`src/rtl/mux_arb_rr.sv`:
```
// Registered CHANNELS-to-1 valid/ready multiplexer with round-robin or fixed-priority
// arbitration, an optional grant lock, and a single-entry output register.
module mux_arb_rr #(
  parameter int WIDTH     = 32,
  parameter int CHANNELS  = 4,
  parameter int PRIO_MODE = 0,
  localparam int SEL_W    = (CHANNELS > 2) ? $clog2(CHANNELS) : 1
) (
  input  logic                      clk,
  input  logic                      reset,
  input  logic [CHANNELS*WIDTH-1:0] in_data,
  input  logic [CHANNELS-1:0]       in_valid,
  output logic [CHANNELS-1:0]       in_ready,
  input  logic                      lock,
  output logic [WIDTH-1:0]          out_data,
  output logic [SEL_W-1:0]          out_sel,
  output logic                      out_valid,
  input  logic                      out_ready
);

  logic [SEL_W-1:0]    ptr;
  logic [SEL_W-1:0]    win_idx;
  logic [CHANNELS-1:0] grant;
  logic                any_valid;
  logic                load_en;
  logic                in_xfer;

  // Winner index; meaningful only while any_valid is high.
  // NOTE: every always_comb output gets a default first so no path can infer a latch.
  always_comb begin
    win_idx = '0;
    if (lock && in_valid[ptr]) begin
      win_idx = ptr;
    end else if (PRIO_MODE != 0) begin
      // Scan high to low so the lowest valid index is the last write and wins.
      for (int i = CHANNELS - 1; i >= 0; i--) begin
        if (in_valid[i]) win_idx = SEL_W'(i);
      end
    end else begin
      // Scan furthest to nearest from ptr+1 so the nearest valid channel wins.
      for (int k = CHANNELS; k >= 1; k--) begin
        if (in_valid[(int'(ptr) + k) % CHANNELS]) begin
          win_idx = SEL_W'((int'(ptr) + k) % CHANNELS);
        end
      end
    end
  end

  assign any_valid = |in_valid;

  always_comb begin
    grant          = '0;
    grant[win_idx] = any_valid;
  end

  assign load_en  = !out_valid || out_ready;
  assign in_ready = (reset || !load_en) ? '0 : grant;
  assign in_xfer  = |(in_valid & in_ready);

  // NOTE: sequential state uses non-blocking assignments so all registers update together.
  always_ff @(posedge clk) begin
    if (reset) begin
      out_valid <= 1'b0;
      out_data  <= '0;
      out_sel   <= '0;
      ptr       <= SEL_W'(CHANNELS - 1);
    end else if (in_xfer) begin
      out_valid <= 1'b1;
      out_data  <= in_data[int'(win_idx)*WIDTH +: WIDTH];
      out_sel   <= win_idx;
      ptr       <= win_idx;
    end else if (out_valid && out_ready) begin
      out_valid <= 1'b0;
    end
  end

endmodule

```
`config.mk`:
```
export PLATFORM = sky130hd
export DESIGN_NAME = mux_arb_rr
export DESIGN_NICKNAME = d
export VERILOG_FILES = /design/src/rtl/mux_arb_rr.sv
export SDC_FILE = /design/constraint.sdc
export NUM_CORES = 1
export LEC_CHECK = 0
export ABC_AREA = 1
export ABC_CLOCK_PERIOD_IN_PS = 5350
export BUFFER_PORTS_ARGS = -buffer_cell sky130_fd_sc_hd__buf_4
export CORE_MARGIN = 2
export CORE_UTILIZATION = 49
export DETAILED_ROUTE_END_ITERATION = 7
export PLACE_DENSITY = 0.91
export REMOVE_ABC_BUFFERS = 1
export SETUP_SLACK_MARGIN = 0.4
export SLEW_MARGIN = 40
export SYNTH_ARGS = -nofsm -noshare
export SYNTH_HDL_FRONTEND = slang
export SYNTH_SLANG_ARGS = --single-unit
```
`constraint.sdc`:
```
create_clock -name clk -period 5.35 [get_ports clk]
set_input_delay 1.07 -clock clk [delete_from_list [all_inputs] [get_ports clk]]
set_output_delay 1.07 -clock clk [all_outputs]
set_load 0.05 [all_outputs]
```
==> results by stage <==
Status:
- The run finished with clean final reports.

CTS:
- The clock buffer count from CTS is 5.
- The post-CTS clock slew at the launch and capture registers of the worst setup and hold paths is 70 ps.
- The post-cts resize count is 0.
- The count of H-tree levels built during CTS is 2.
- The cell sitting at the root of the clock tree is a clkbuf_8.
- The post-CTS setup-driven buffer insertion count is 0.
- The buffer levels on the longest clock path is 2.
- The latest clock arrival within the worst-skew pair is 290 ps.
- The total number of clock tree sinks is 37.
- TritonCTS built the clock tree.
- Hold repair after CTS inserted 0 buffers.

Hold path:
- The hold-critical path depth is 2.
- The class of the most critical hold timing path is flip-flop to flip-flop.
- The worst hold path startpoint is out_sel[0].
- For hold timing, the worst endpoint is out_sel[0].

Final layout:
- The number of inserted filler cells in the final layout is 550.
- The post-layout instance area is 4450 um^2.
- The utilization after layout is 71.3%.
- 0 antenna diodes ended up in the layout.
- From synthesis to final layout, the design area changed by 43.3%.
- The multi-input combinational cell area is 1840 um^2.
- The ratio of cells with drive above 1 in the final layout is 28.8%.
- In the final layout, flip-flops and latches occupy 741 um^2.
- The final-stage net count is 846.

Timing:
- Adding up every negative setup slack in the final design gives 0 ps.
- The maximum clock frequency is 242 MHz.
- Setup repair after global routing left no endpoint under its margin.
- The final number of hold-violating endpoints is 0.
- The largest clock skew in the final design is 4.78 ps.
- The count of endpoints failing setup in the final report is 0.
- The max-slew violation count is 0.
- The smallest clock period supported by the final layout is computed as 4140 ps.
- For the pin with the worst max-slew slack, the measured transition is 650 ps.
- Dividing the final minimum period by the clock period gives 77.4%.
- Measured against its own limit, the worst slew margin works out to 56.3%.
- After layout, the worst setup slack is 1210 ps.

GRT:
- The largest net degree at the start of global routing is 65.
- The global router's overall resource usage is 25.6%.
- The first global-routing pass estimated 15300 um of wire.
- The total congestion overflow after global routing is 0.
- The via count of the first global-routing pass came to 3570.
- The number of antenna violations at the first check in global routing is 0.

Pwr:
- For this design the ratio of total power to cell area is 301 nW/um^2.
- IR analysis of the VDD net gives a maximum drop of 0.000198 V.
- Summed over all cells, the static leakage comes to 2.65 nW.

Placed design:
- Once placement finished, the instance area stood at 4320 um^2.
- Detailed placement finished with a half-perimeter wire length of 6500 um.
- Before CTS, the worst setup slack after placement is 1220 ps.
- The congestion estimate from routability-driven global placement came to 0.779.
- Buffers placed on the I/O ports in this run total 174.

Logic synthesis:
- Synthesis handed over a netlist of 562 instances.
- The mapped netlist covers 3110 um^2.
- The post-synthesis cell type with the largest combined area is dfxtp_1.
- After synthesis, flip-flops and latches occupy 23.8% of the total area.
- After synthesis, the largest family of logic cells by area is simple AND/OR/NAND/NOR gates.
- The number of enable flip-flop cells after synthesis is 0.
- The arithmetic-cell share of the synthesized area counting full adders, half adders and majority gates is 0%.
- Multiplexer cells account for 0% of the synthesized area.
- The most numerous cell in the Yosys netlist is nand2_1.
- Each instance of the synthesized netlist takes up on average 5.53 um^2.
- Summing the areas of all compound-gate instances in the mapped netlist gives 1.45% of the synthesized area.
- Yosys printed 0 warnings.
- The fraction of post-synthesis cell area in the top cell type by area is 23.8%.
- The fraction of synthesized cell area in xor and xnor cells is 0%.
- In the synthesized netlist, the cells that appear most often are nand2_1, nand3_1, inv_1.
- The number of distinct library cell variants in the gate-level netlist after synthesis is 25.
- Among all flip-flop cells after synthesis, the most frequent one is dfxtp_1.
- Ranked by total cell area, the synthesized netlist is headed by dfxtp_1, nand2_1, nand3_1.
- Of all flip-flops after synthesis, the portion carrying an async set or reset was 0%.
- After Yosys synthesis, and, or, nand and nor cells account for 57.6% of the synthesized area.
- The number of flip-flops and latches in the synthesized netlist is 37.

Route:
- The count of TritonRoute iterations in the first routing pass is 5.
- The detail route stage leaves a number of antenna-violating nets equal to 0.
- The wire length per cell is 11.4 um.
- The vias per cell is 4.93.
- The total vias in the final route is 3883.
- The routed design has 8990 um of wire.
- The starting DRC count in detailed routing is 247.
- For this run, design rule violations remaining after detail routing come to 0.

Setup path:
- The cell with the largest stage delay on the worst path is inv_2.
- The end of the worst register-to-register path is out_data[20].
- The logic depth of the worst register-to-register path is 15.
- The count of buffer and inverter cells on the critical path is 6.
- The worst setup path is captured at an output pin.
- On the worst path, the slowest cell contributes a delay of 360 ps.
- STA classifies the critical path startpoint as an input port.
- Data arrives at the worst endpoint at 3070 ps.
- Walking the worst path, the cells encountered are buf_4 > inv_1 > nand2_1 > nand4_1 > o21ai_0 > inv_1 > nand3_1 > nand2_2 > buf_4 > inv_2 > nor3_1 > buf_4.
- The worst setup slack for register-to-register paths is 2720 ps.
- The critical path start-end classification is input port to output pin.
- The library cell appearing most often on the critical path is buf_4.
- The required time at the endpoint of the critical path is 4280 ps.
- The biggest fanout along the worst timing path is 35.
- Grouping stages by cell kind, the critical path spends the most delay in buffers and inverters.
- The worst reg2reg path startpoint is ptr[0].

Die:
- The floorplan step defined a die boundary enclosing 6990 um^2.
- The total I/O pin count is 175.
- The initial core utilization is 49.8%.
- The die width is 83.6 um.
- The die is 83.6 um tall.
- The initialized floorplan defines 29 standard-cell rows.
- The core area is 6240 um^2.

Job:
- The tool flagged a number of max-cap violations equal to 0.
-- sequential cells by signal, summed over array words and instances, names as in the netlist --
name / flops
out_sel: 2
ptr: 2
out_data: 32
out_valid: 1
-- stage by stage --
stage	hold WS (ps)	power, W	instances
global placement	470	0.00105	780
finish	472	0.00134	788
detailed placement	465	0.00106	780
CTS	476	0.00135	788
global route	507	0.00145	788
floorplan	562	0.000829	524
-- worst max-delay path by stage --
stage,startpoint,end,slack (ps),cells after the start
floorplan,reset,in_ready[0],-630,5
global placement,in_valid[1],in_ready[0],1300,12
detailed placement,in_valid[1],in_ready[0],1220,12
CTS,in_valid[1],in_ready[0],1220,12
global route,in_valid[1],in_ready[0],1010,12
finish,in_valid[1],in_ready[0],1210,12
-- final cells by class --
type	count	area share, %
clock inverters	3	1.46
clock buffers	5	1.55
flip-flops and latches	37	16.6
multi-input cells	411	41.4
inverters	76	6.58
well taps	77	2.16
repair buffers	179	30.2
-- logic make-up (layout without fill, tap and decap cells) --
kind of cell / count (synthesis) / after routing
and+or+nand+nor: 403 / 403
buffers and inverters: 114 / 263
AOI/OAI and AO/OA: 8 / 8
DFF: 37 / 37
-- tightest hold or removal path, stage by stage, from the launching register on --
cell     delay (ps)
dfxtp_1         310
nand2_1          60
a21oi_1          60
-- layout by cell type, fill, tap and decap left out, drive strengths merged --
cell and n:
a21oi 4, and2 1, and3 1, buf 179
bufinv 2, clkbuf 5, clkinv 2, dfxtp 37
inv 75, nand2 198, nand3 107, nand3b 25
nand4 1, nor2 67, nor3 2, nor4 1
o211ai 2, o21ai 2
-- where the power goes --
group / switching (W) / internal, W
combinational: 0.000468 / 0.000260
clock: 0.0000977 / 0.000185
sequential: 0.0000211 / 0.000310
total: 0.000587 / 0.000755
-- metal layers --
metal | wire length, um | track usage (%)
met4 | 162 | 7.18
met2 | 4640 | 47.7
met3 | 698 | 6.73
met1 | 3490 | 28.3
met5 | 0 | 0
Note: power is estimated with default switching activity, not from simulation.
